<file path="config.mk">
export PLATFORM = sky130hd
export DESIGN_NAME = pipe_hazard_ctrl
export DESIGN_NICKNAME = d
export VERILOG_FILES = /design/src/rtl/pipe_hazard_ctrl_pkg.sv /design/src/rtl/pipe_hazard_ctrl_match.sv /design/src/rtl/pipe_hazard_ctrl.sv
export SDC_FILE = /design/constraint.sdc
export NUM_CORES = 1
export LEC_CHECK = 0
export CORE_ASPECT_RATIO = 0.6
export CORE_MARGIN = 2
export CORE_UTILIZATION = 50
export DETAILED_ROUTE_END_ITERATION = 8
export HOLD_SLACK_MARGIN = 0.06
export PLACE_DENSITY = 0.81
export SLEW_MARGIN = 25
export SYNTH_ARGS = -nofsm -noshare
export SYNTH_HDL_FRONTEND = slang
export SYNTH_SLANG_ARGS = --single-unit
</file>
<file path="constraint.sdc">
create_clock -name clk -period 4.8 [get_ports clk]
set_input_delay 0.48 -clock clk [delete_from_list [all_inputs] [get_ports clk]]
set_output_delay 0.48 -clock clk [all_outputs]
set_load 0.005 [all_outputs]
</file>
<file path="src/rtl/pipe_hazard_ctrl_pkg.sv">
// Shared definitions for the pipeline hazard controller: forwarding and FSM
// encodings, default widths and the scoreboard tag layout.
package pipe_hazard_ctrl_pkg;

    localparam int DEF_REG_ADDR_W  = 5;
    localparam int DEF_MEM_TIMEOUT = 255;
    localparam int BUSY_CNT_W      = 8;
    localparam int TAG_FLAG_W      = 2;  // valid + is_load around the address

    typedef enum logic [1:0] {
        FWD_REG = 2'd0,
        FWD_EX  = 2'd1,
        FWD_MEM = 2'd2
    } fwd_sel_e;

    typedef enum logic {
        HZ_RUN      = 1'b0,
        HZ_MEM_WAIT = 1'b1
    } hz_state_e;

    // Tag packing is {valid, addr, is_load}.
    function automatic int tag_w(input int addr_w);
        return addr_w + TAG_FLAG_W;
    endfunction

endpackage

</file>
<file path="src/rtl/pipe_hazard_ctrl_match.sv">
// Compares one ID read port against the EX and MEM scoreboard tags.
module hazard_dep_match #(
    parameter int ADDR_W = 5
) (
    input  logic              read_en,
    input  logic [ADDR_W-1:0] read_addr,
    input  logic              ex_valid,
    input  logic [ADDR_W-1:0] ex_addr,
    input  logic              ex_load,
    input  logic              mem_valid,
    input  logic [ADDR_W-1:0] mem_addr,
    output logic              ex_match,
    output logic              mem_match,
    output logic              ex_is_load
);

    logic port_live;

    // r0 is hardwired to zero, so a read of it never depends on anything.
    assign port_live  = read_en && (read_addr != '0);
    assign ex_match   = port_live && ex_valid  && (read_addr == ex_addr);
    assign mem_match  = port_live && mem_valid && (read_addr == mem_addr);
    assign ex_is_load = ex_match && ex_load;

endmodule

</file>
<file path="src/rtl/pipe_hazard_ctrl.sv">
// Hazard controller for the 5-stage core: EX/MEM scoreboard, forwarding selects,
// load-use bubbles, branch flush, memory freeze with watchdog and stall counter.
module pipe_hazard_ctrl
    import pipe_hazard_ctrl_pkg::*;
#(
    parameter int REG_ADDR_W  = DEF_REG_ADDR_W,
    parameter int MEM_TIMEOUT = DEF_MEM_TIMEOUT
) (
    input  logic                  clk,
    input  logic                  rst_n,
    input  logic                  id_valid,
    input  logic                  id_read_en_1,
    input  logic                  id_read_en_2,
    input  logic [REG_ADDR_W-1:0] id_read_addr_1,
    input  logic [REG_ADDR_W-1:0] id_read_addr_2,
    input  logic                  id_write_en,
    input  logic [REG_ADDR_W-1:0] id_write_addr,
    input  logic                  id_is_load,
    input  logic                  branch_taken,
    input  logic                  mem_busy,
    output logic                  stall_if,
    output logic                  bubble_ex,
    output logic                  stall_all,
    output logic                  flush_if,
    output logic [1:0]            fwd_sel_1,
    output logic [1:0]            fwd_sel_2,
    output logic                  mem_timeout,
    output logic [31:0]           stall_cnt
);

    localparam int TAG_W = tag_w(REG_ADDR_W);
    localparam logic [BUSY_CNT_W-1:0] BUSY_LIMIT = BUSY_CNT_W'(MEM_TIMEOUT);

    logic [TAG_W-1:0]      ex_tag_q, ex_tag_d, mem_tag_q, mem_tag_d;
    hz_state_e             state_q, state_d;
    logic [BUSY_CNT_W-1:0] busy_cnt_q, busy_cnt_d;
    logic                  mem_timeout_q, mem_timeout_d;
    logic [31:0]           stall_cnt_q, stall_cnt_d;

    logic ex_m1, mem_m1, ex_ld1, ex_m2, mem_m2, ex_ld2, load_use;
    fwd_sel_e fwd_1, fwd_2;

    hazard_dep_match #(.ADDR_W(REG_ADDR_W)) u_match_1 (
        .read_en   (id_read_en_1),
        .read_addr (id_read_addr_1),
        .ex_valid  (ex_tag_q[TAG_W-1]),
        .ex_addr   (ex_tag_q[TAG_W-2:1]),
        .ex_load   (ex_tag_q[0]),
        .mem_valid (mem_tag_q[TAG_W-1]),
        .mem_addr  (mem_tag_q[TAG_W-2:1]),
        .ex_match  (ex_m1),
        .mem_match (mem_m1),
        .ex_is_load(ex_ld1)
    );

    hazard_dep_match #(.ADDR_W(REG_ADDR_W)) u_match_2 (
        .read_en   (id_read_en_2),
        .read_addr (id_read_addr_2),
        .ex_valid  (ex_tag_q[TAG_W-1]),
        .ex_addr   (ex_tag_q[TAG_W-2:1]),
        .ex_load   (ex_tag_q[0]),
        .mem_valid (mem_tag_q[TAG_W-1]),
        .mem_addr  (mem_tag_q[TAG_W-2:1]),
        .ex_match  (ex_m2),
        .mem_match (mem_m2),
        .ex_is_load(ex_ld2)
    );

    assign load_use = id_valid && (ex_ld1 || ex_ld2);

    // A load in EX has no result yet, so it falls through to the MEM tag check.
    assign fwd_1 = (ex_m1 && !ex_ld1) ? FWD_EX : (mem_m1 ? FWD_MEM : FWD_REG);
    assign fwd_2 = (ex_m2 && !ex_ld2) ? FWD_EX : (mem_m2 ? FWD_MEM : FWD_REG);
    assign fwd_sel_1 = fwd_1;
    assign fwd_sel_2 = fwd_2;

    always_comb begin
        // NOTE: every output gets a default first so no path can infer a latch.
        stall_if  = 1'b0;
        bubble_ex = 1'b0;
        stall_all = 1'b0;
        flush_if  = 1'b0;
        if (!rst_n) begin
            stall_if = 1'b0;
        end else if (mem_busy) begin
            stall_all = 1'b1;
            stall_if  = 1'b1;
        end else if (load_use) begin
            stall_if  = 1'b1;
            bubble_ex = 1'b1;
        end else if (branch_taken && id_valid) begin
            flush_if = 1'b1;
        end
    end

    always_comb begin
        ex_tag_d  = ex_tag_q;
        mem_tag_d = mem_tag_q;
        if (!stall_all) begin
            mem_tag_d = ex_tag_q;
            if (id_valid && id_write_en && (id_write_addr != '0) && !bubble_ex)
                ex_tag_d = {1'b1, id_write_addr, id_is_load};
            else
                ex_tag_d = '0;
        end
    end

    always_comb begin
        state_d = state_q;
        case (state_q)
            HZ_RUN:      if (mem_busy)  state_d = HZ_MEM_WAIT;
            HZ_MEM_WAIT: if (!mem_busy) state_d = HZ_RUN;
            default:     state_d = HZ_RUN;
        endcase
    end

    // busy_cnt holds the number of consecutive busy cycles seen so far.
    always_comb begin
        busy_cnt_d    = '0;
        mem_timeout_d = mem_timeout_q;
        if (state_d == HZ_MEM_WAIT && busy_cnt_q != BUSY_LIMIT)
            busy_cnt_d = busy_cnt_q + 1'b1;
        else if (state_d == HZ_MEM_WAIT)
            busy_cnt_d = busy_cnt_q;
        if (busy_cnt_q == BUSY_LIMIT && mem_busy)
            mem_timeout_d = 1'b1;
        stall_cnt_d = stall_if ? stall_cnt_q + 32'd1 : stall_cnt_q;
    end

    // NOTE: sequential state uses non-blocking assignments so all flops update together.
    always_ff @(posedge clk or negedge rst_n) begin
        if (!rst_n) begin
            ex_tag_q      <= '0;
            mem_tag_q     <= '0;
            state_q       <= HZ_RUN;
            busy_cnt_q    <= '0;
            mem_timeout_q <= 1'b0;
            stall_cnt_q   <= '0;
        end else begin
            ex_tag_q      <= ex_tag_d;
            mem_tag_q     <= mem_tag_d;
            state_q       <= state_d;
            busy_cnt_q    <= busy_cnt_d;
            mem_timeout_q <= mem_timeout_d;
            stall_cnt_q   <= stall_cnt_d;
        end
    end

    assign mem_timeout = mem_timeout_q;
    assign stall_cnt   = stall_cnt_q;

endmodule
</file>
After elaboration in Yosys (flattened, before gate mapping):

Cells that the tools add are included.
W data, S select, Z words.

* add/subtract/negate cells: 2
* eq/ne operators: 7
* mux-type cells: 18
* reductions and logical operators: 28

Operators by type and width (number)
* $add A32 B1 Y32 const B: 1
* $logic_and A1 B1 Y1: 21
* $eq A5 B5 Y1: 4
* $mux W8: 2
* $reduce_bool A5 Y1: 3
* $mux W1: 11
* $add A8 B1 Y8 const B: 1
* $eq A8 B8 Y1 const B: 1
* $mux W2: 4
* $ne A8 B8 Y1 const B: 1
* $mux W7: 1
* $logic_not A1 Y1: 3
* $ne A2 B1 Y1 const B: 1
* $logic_or A1 B1 Y1: 1

* bits in registers: 55
* input port bits: 24
* output and inout bits: 41
* logic and storage cells: 60

Longest topological paths before layout:

* word-level depth: 13
* depth in mapped cells: 9
* depth with buffers taken out: 8

By module:

Synthesis repeated with hierarchy kept, for this count alone.

* cell total of the unflattened synthesis: 263
* area, all modules: 2805.2 µm²

Modules (own cells, without submodules)
* pipe_hazard_ctrl: instances 1, cells each 221, area each 2492.4 µm², sequential area each 1351.3 µm²
* hazard_dep_match: instances 2, cells each 21, area each 156.4 µm², sequential area each 0.0 µm²

Worst setup path after synthesis:

OpenSTA, ideal clock, no wires.

* path type: input to output
* from: input id_read_addr_2[0]
* to: output stall_if
* arrival time: 1.768 ns
* required time: 4.320 ns
* slack: 2.552 ns
* stages on the path: 7
* buffers on the path: 1
* path through: or4_1 o21ai_1 nand4b_1 a21oi_2 o21ai_4 inv_2 buf_6

* word-level cells in the longest chain between the ends: 10
* elaborated cells on any way between the ends: 11
* classes of those cells: eq/ne (1); mux (3); reduce/logical (7)

RTL lines
* from (decl): line pipe_hazard_ctrl.sv:15 `input logic [REG_ADDR_W-1:0] id_read_addr_2,`
* $reduce_bool A5 Y1: line pipe_hazard_ctrl_match.sv:20 `assign port_live = read_en && (read_addr != '0);`
* $logic_and A1 B1 Y1: line pipe_hazard_ctrl_match.sv:20
* $logic_and A1 B1 Y1: line pipe_hazard_ctrl_match.sv:21 `assign ex_match = port_live && ex_valid && (read_addr == ex_addr);`
* $logic_and A1 B1 Y1 *: line pipe_hazard_ctrl_match.sv:21
* $logic_and A1 B1 Y1 *: line pipe_hazard_ctrl_match.sv:23 `assign ex_is_load = ex_match && ex_load;`
* $logic_or A1 B1 Y1 *: line pipe_hazard_ctrl.sv:69 `assign load_use = id_valid && (ex_ld1 || ex_ld2);`
* $logic_and A1 B1 Y1 *: line pipe_hazard_ctrl.sv:69
* $mux W1 *: line pipe_hazard_ctrl.sv:88 `end else if (load_use) begin`
* $mux W1 *: line pipe_hazard_ctrl.sv:85 `end else if (mem_busy) begin`
* $mux W1 *: line pipe_hazard_ctrl.sv:83 `if (!rst_n) begin`
* to (decl): line pipe_hazard_ctrl.sv:21 `output logic stall_if,`

Every way passes the cells marked *; elsewhere a longest branch is shown, timed or not.

Worst setup path in the final report:

Same ends and word-level chain as after synthesis.

==> results by group <==
Outcome
  • Status: finished, final reports clean

Setup path
  • Worst Setup Path Type: primary input to output pin
  • Crit path max fanout: 20
  • CP startpoint: id_read_addr_2[0]
  • Setup crit start kind: primary input
  • Worst path slowest cell: or4_1
  • Worst r2r src: ex_tag_q[2]$_DFFE_PN0N_
  • Worst Path Required: between 4000 and 5000 ps
  • Largest stage delay, worst path: 550 ps
  • Most used cell, CP: clkdlybuf4s50_1
  • Worst path arrival time: 3170 ps
  • CP cell instances: clkdlybuf4s50_1 > or4_1 > o21ai_1 > nand4b_1 > a21oi_2 > o21ai_4 > inv_2 > clkdlybuf4s50_1
  • CP bufs+invs: 3
  • Setup crit end kind: output pin
  • Cell family with most CP delay: buffers and inverters

Detailed routing
  • First drt pass iteration count: 4
  • Routed length per placed instance: between 15 and 20 microns
  • Via density: between 5 and 6
  • Drt drc: 0
  • First DRT Iteration DRCs: 139
  • DR vias: 2,155
  • Routed WL: about 6300 microns
  • Post-route ant nets: 0

STA
  • Crit path time final: around 3700 ps
  • RSZ-0062 raised after global routing: false
  • Rel. slew slack: a little over half
  • Worst hold slack: between 200 and 250 ps
  • Final hold violations: 0
  • Sum of negative setup slack: 0 ps
  • Part of the cycle the worst path needs: about three quarters
  • Final Max Tran Viols: 0
  • Setup Viol. Count Final: 0
  • Least-Margin Pin Slew: 707.0 ps
  • Fmax: between 200 and 300 MHz
  • Final setup skew: 7.188 ps

Placed design
  • # port buffers: 64
  • Final HPWL DP: 4743 microns
  • GP Congestion: 0.9494

Clocking
  • Post-CTS sizing: 0
  • Root Buffer: clkbuf_8
  • Post-CTS Hold Buffers: 0
  • H-tree Lvls: 2
  • Clk buf depth: 2
  • Postcts setup bufs: 0
  • CTS tree: built
  • Reg clk slew, reported paths: approximately 90 ps
  • Clk sink count: 54
  • Clk_lat worst skew: 310 ps
  • Inserted Clock Buffers: 5

Finish
  • P&R area growth vs syn: 28.22%
  • Fillers: about 420
  • Antenna cell count: 0
  • # nets final: between 300 and 400
  • Area occupied by multi-input gates: between 0.001 and 0.0015 sq mm
  • Share of cells above drive strength 1: 6.984%
  • Register area: between 0.001 and 0.0015 sq mm

Floorplanning
  • Top Ports: 65
  • Die width: 99.27 microns
  • FP Rows: 20
  • Die Y: 61.16 microns
  • Die area: 0.006071 sq mm
  • Initial Utilization: 52.82%
  • Core ar.: 0.005155 sq mm

Synthesis
  • Number of warnings issued by yosys: 0
  • #FFs+latches synth: 54
  • Syn Nets: 277
  • Seq/Total Area, Yosys: 49.63%
  • Mapped Cells: 251
  • Syn_area_per_cell: 10.85 sq um
  • Post-synthesis cell type count: 39
  • Post-synthesis cell area: 0.002723 sq mm

Global route
  • Global route overflow: 0
  • First-pass GRT wire length: between 10,000 and 15,000 microns
  • Initial antenna violation count: 0
  • Total GRT Usage: 22.37%
  • Number of global-route vias before repair: 1,996
  • Pin count of the biggest net entering global routing: 33

Flow run
  • Max-cap viol count: 0

Power and ir drop
  • VDD IR max: 0.1711 mV
  • Pleak: 1.547 nW
  • Power Density: roughly 280 mW/mm^2

Min path
  • Hold Crit Class: primary input to asynchronous set/reset pin
==> sequential cells by signal, indices dropped and copies added (netlist names) <==
register	flops
mem_timeout	1
ex_tag_q	7
mem_tag_q	6
busy_cnt_q	8
stall_cnt	32
==> where the power goes <==
part | internal [W] | switching [W] | leakage, nW | total (W)
Clock | 0.000116 | 0.000146 | 0.0472 | 0.000262
Combinational | 0.0000961 | 0.0000671 | 0.778 | 0.000163
Sequential | 0.000487 | 0.0000552 | 0.721 | 0.000542
Total | 0.000699 | 0.000268 | 1.55 | 0.000967
==> cell type report <==
class / instances / share of cell area (%)
timing repair buffer: 65 / 18.42
inverter: 4 / 0.4301
sequential: 54 / 38.71
tap: 66 / 2.366
clock buffer: 6 / 2.366
multi-input combinational: 184 / 37.35
clock inverter: 2 / 0.3584
==> final timing paths <==
path	endpoint	slack [ps]	cells past startpoint
max in group asynchronous	stall_cnt[18]$_DFFE_PN0P_	3790	2
hold reg to reg	stall_cnt[31]$_DFFE_PN0P_	470	1
setup / recovery	stall_if	1150	8
setup reg to reg	stall_cnt[13]$_DFFE_PN0P_	2330	8
hold / removal	ex_tag_q[1]$_DFFE_PN0N_	210	1
min in group clk	stall_cnt[31]$_DFFE_PN0P_	470	1
==> cell usage in the layout (no fill, tap or decap), types with 9 or more instances in the layout <==
cell type        synthesis  layout
and3_1                  15      15
clkdlybuf4s50_1          0      63
dfrtp_1                 54      54
nand2_1                 14      14
nand3_1                 14      14
nand4_1                 15      15
nor2_1                  13      13
nor3_1                   9       9
xnor2_1                 27      27
xor2_1                  28      28
==> cells by family after synthesis <==
kind of cell               after synthesis  synth area share [%]
AOI/OAI and AO/OA                       19                 5.607
xor gates and xnor gates                55                 17.69
adders and majority gates                2                0.9190
buffers and inverters                   13                 2.481
DFF                                     54                 49.63
muxes                                    7                 2.849
and+or+nand+nor                        101                 20.82
==> cell usage after synthesis, drive strengths merged <==
cell,count,area (sq um)
dfrtp,54,1351
xor2,28,245.2
xnor2,27,236.5
nand4,16,106.4
and3,15,93.84
nand2,14,52.55
nand3,14,70.07
nor2,14,60.06
nor3,9,45.04
mux2,6,67.56
o21ai,6,41.29
a32o,5,50.05
clkbuf,5,18.77
nor4,5,31.28
buf,4,33.78
inv,4,15.01
a21oi,3,18.77
and2,3,18.77
or4,3,22.52
ha,2,25.02
nand3b,2,15.01
nand4b,2,17.52
nor3b,2,15.01
a21o,1,7.510
a22o,1,8.760
a31oi,1,6.260
and4bb,1,12.51
mux2i,1,10.01
o211ai,1,12.51
o21bai,1,7.510
or3,1,6.260
==> metrics by stage <==
step,util [%],setup WS (ps),power [W],cells,cell area [sq um]
after CTS,67.72,1160,0.0009735,381,3491
after floorplan,-,2552,0.0006030,251,2723
final,67.72,1147,0.0009666,381,3491
after global placement,65.87,1273,0.0007031,373,3396
after global routing,67.72,937.2,0.001015,381,3491
after detailed placement,65.87,1174,0.0007114,373,3396
==> metal layers <==
metal / vias to the layer above / part of all wire, % / global-route usage [%]
met3: 9 / 5.8 / 6.129
met4: 0 / 0.97 / 5.284
li1: 1018 / - / -
met5: - / 0 / 0
met1: 1061 / 52 / 34.27
met2: 67 / 41 / 31.85
Note: power is estimated with default switching activity, not from simulation.
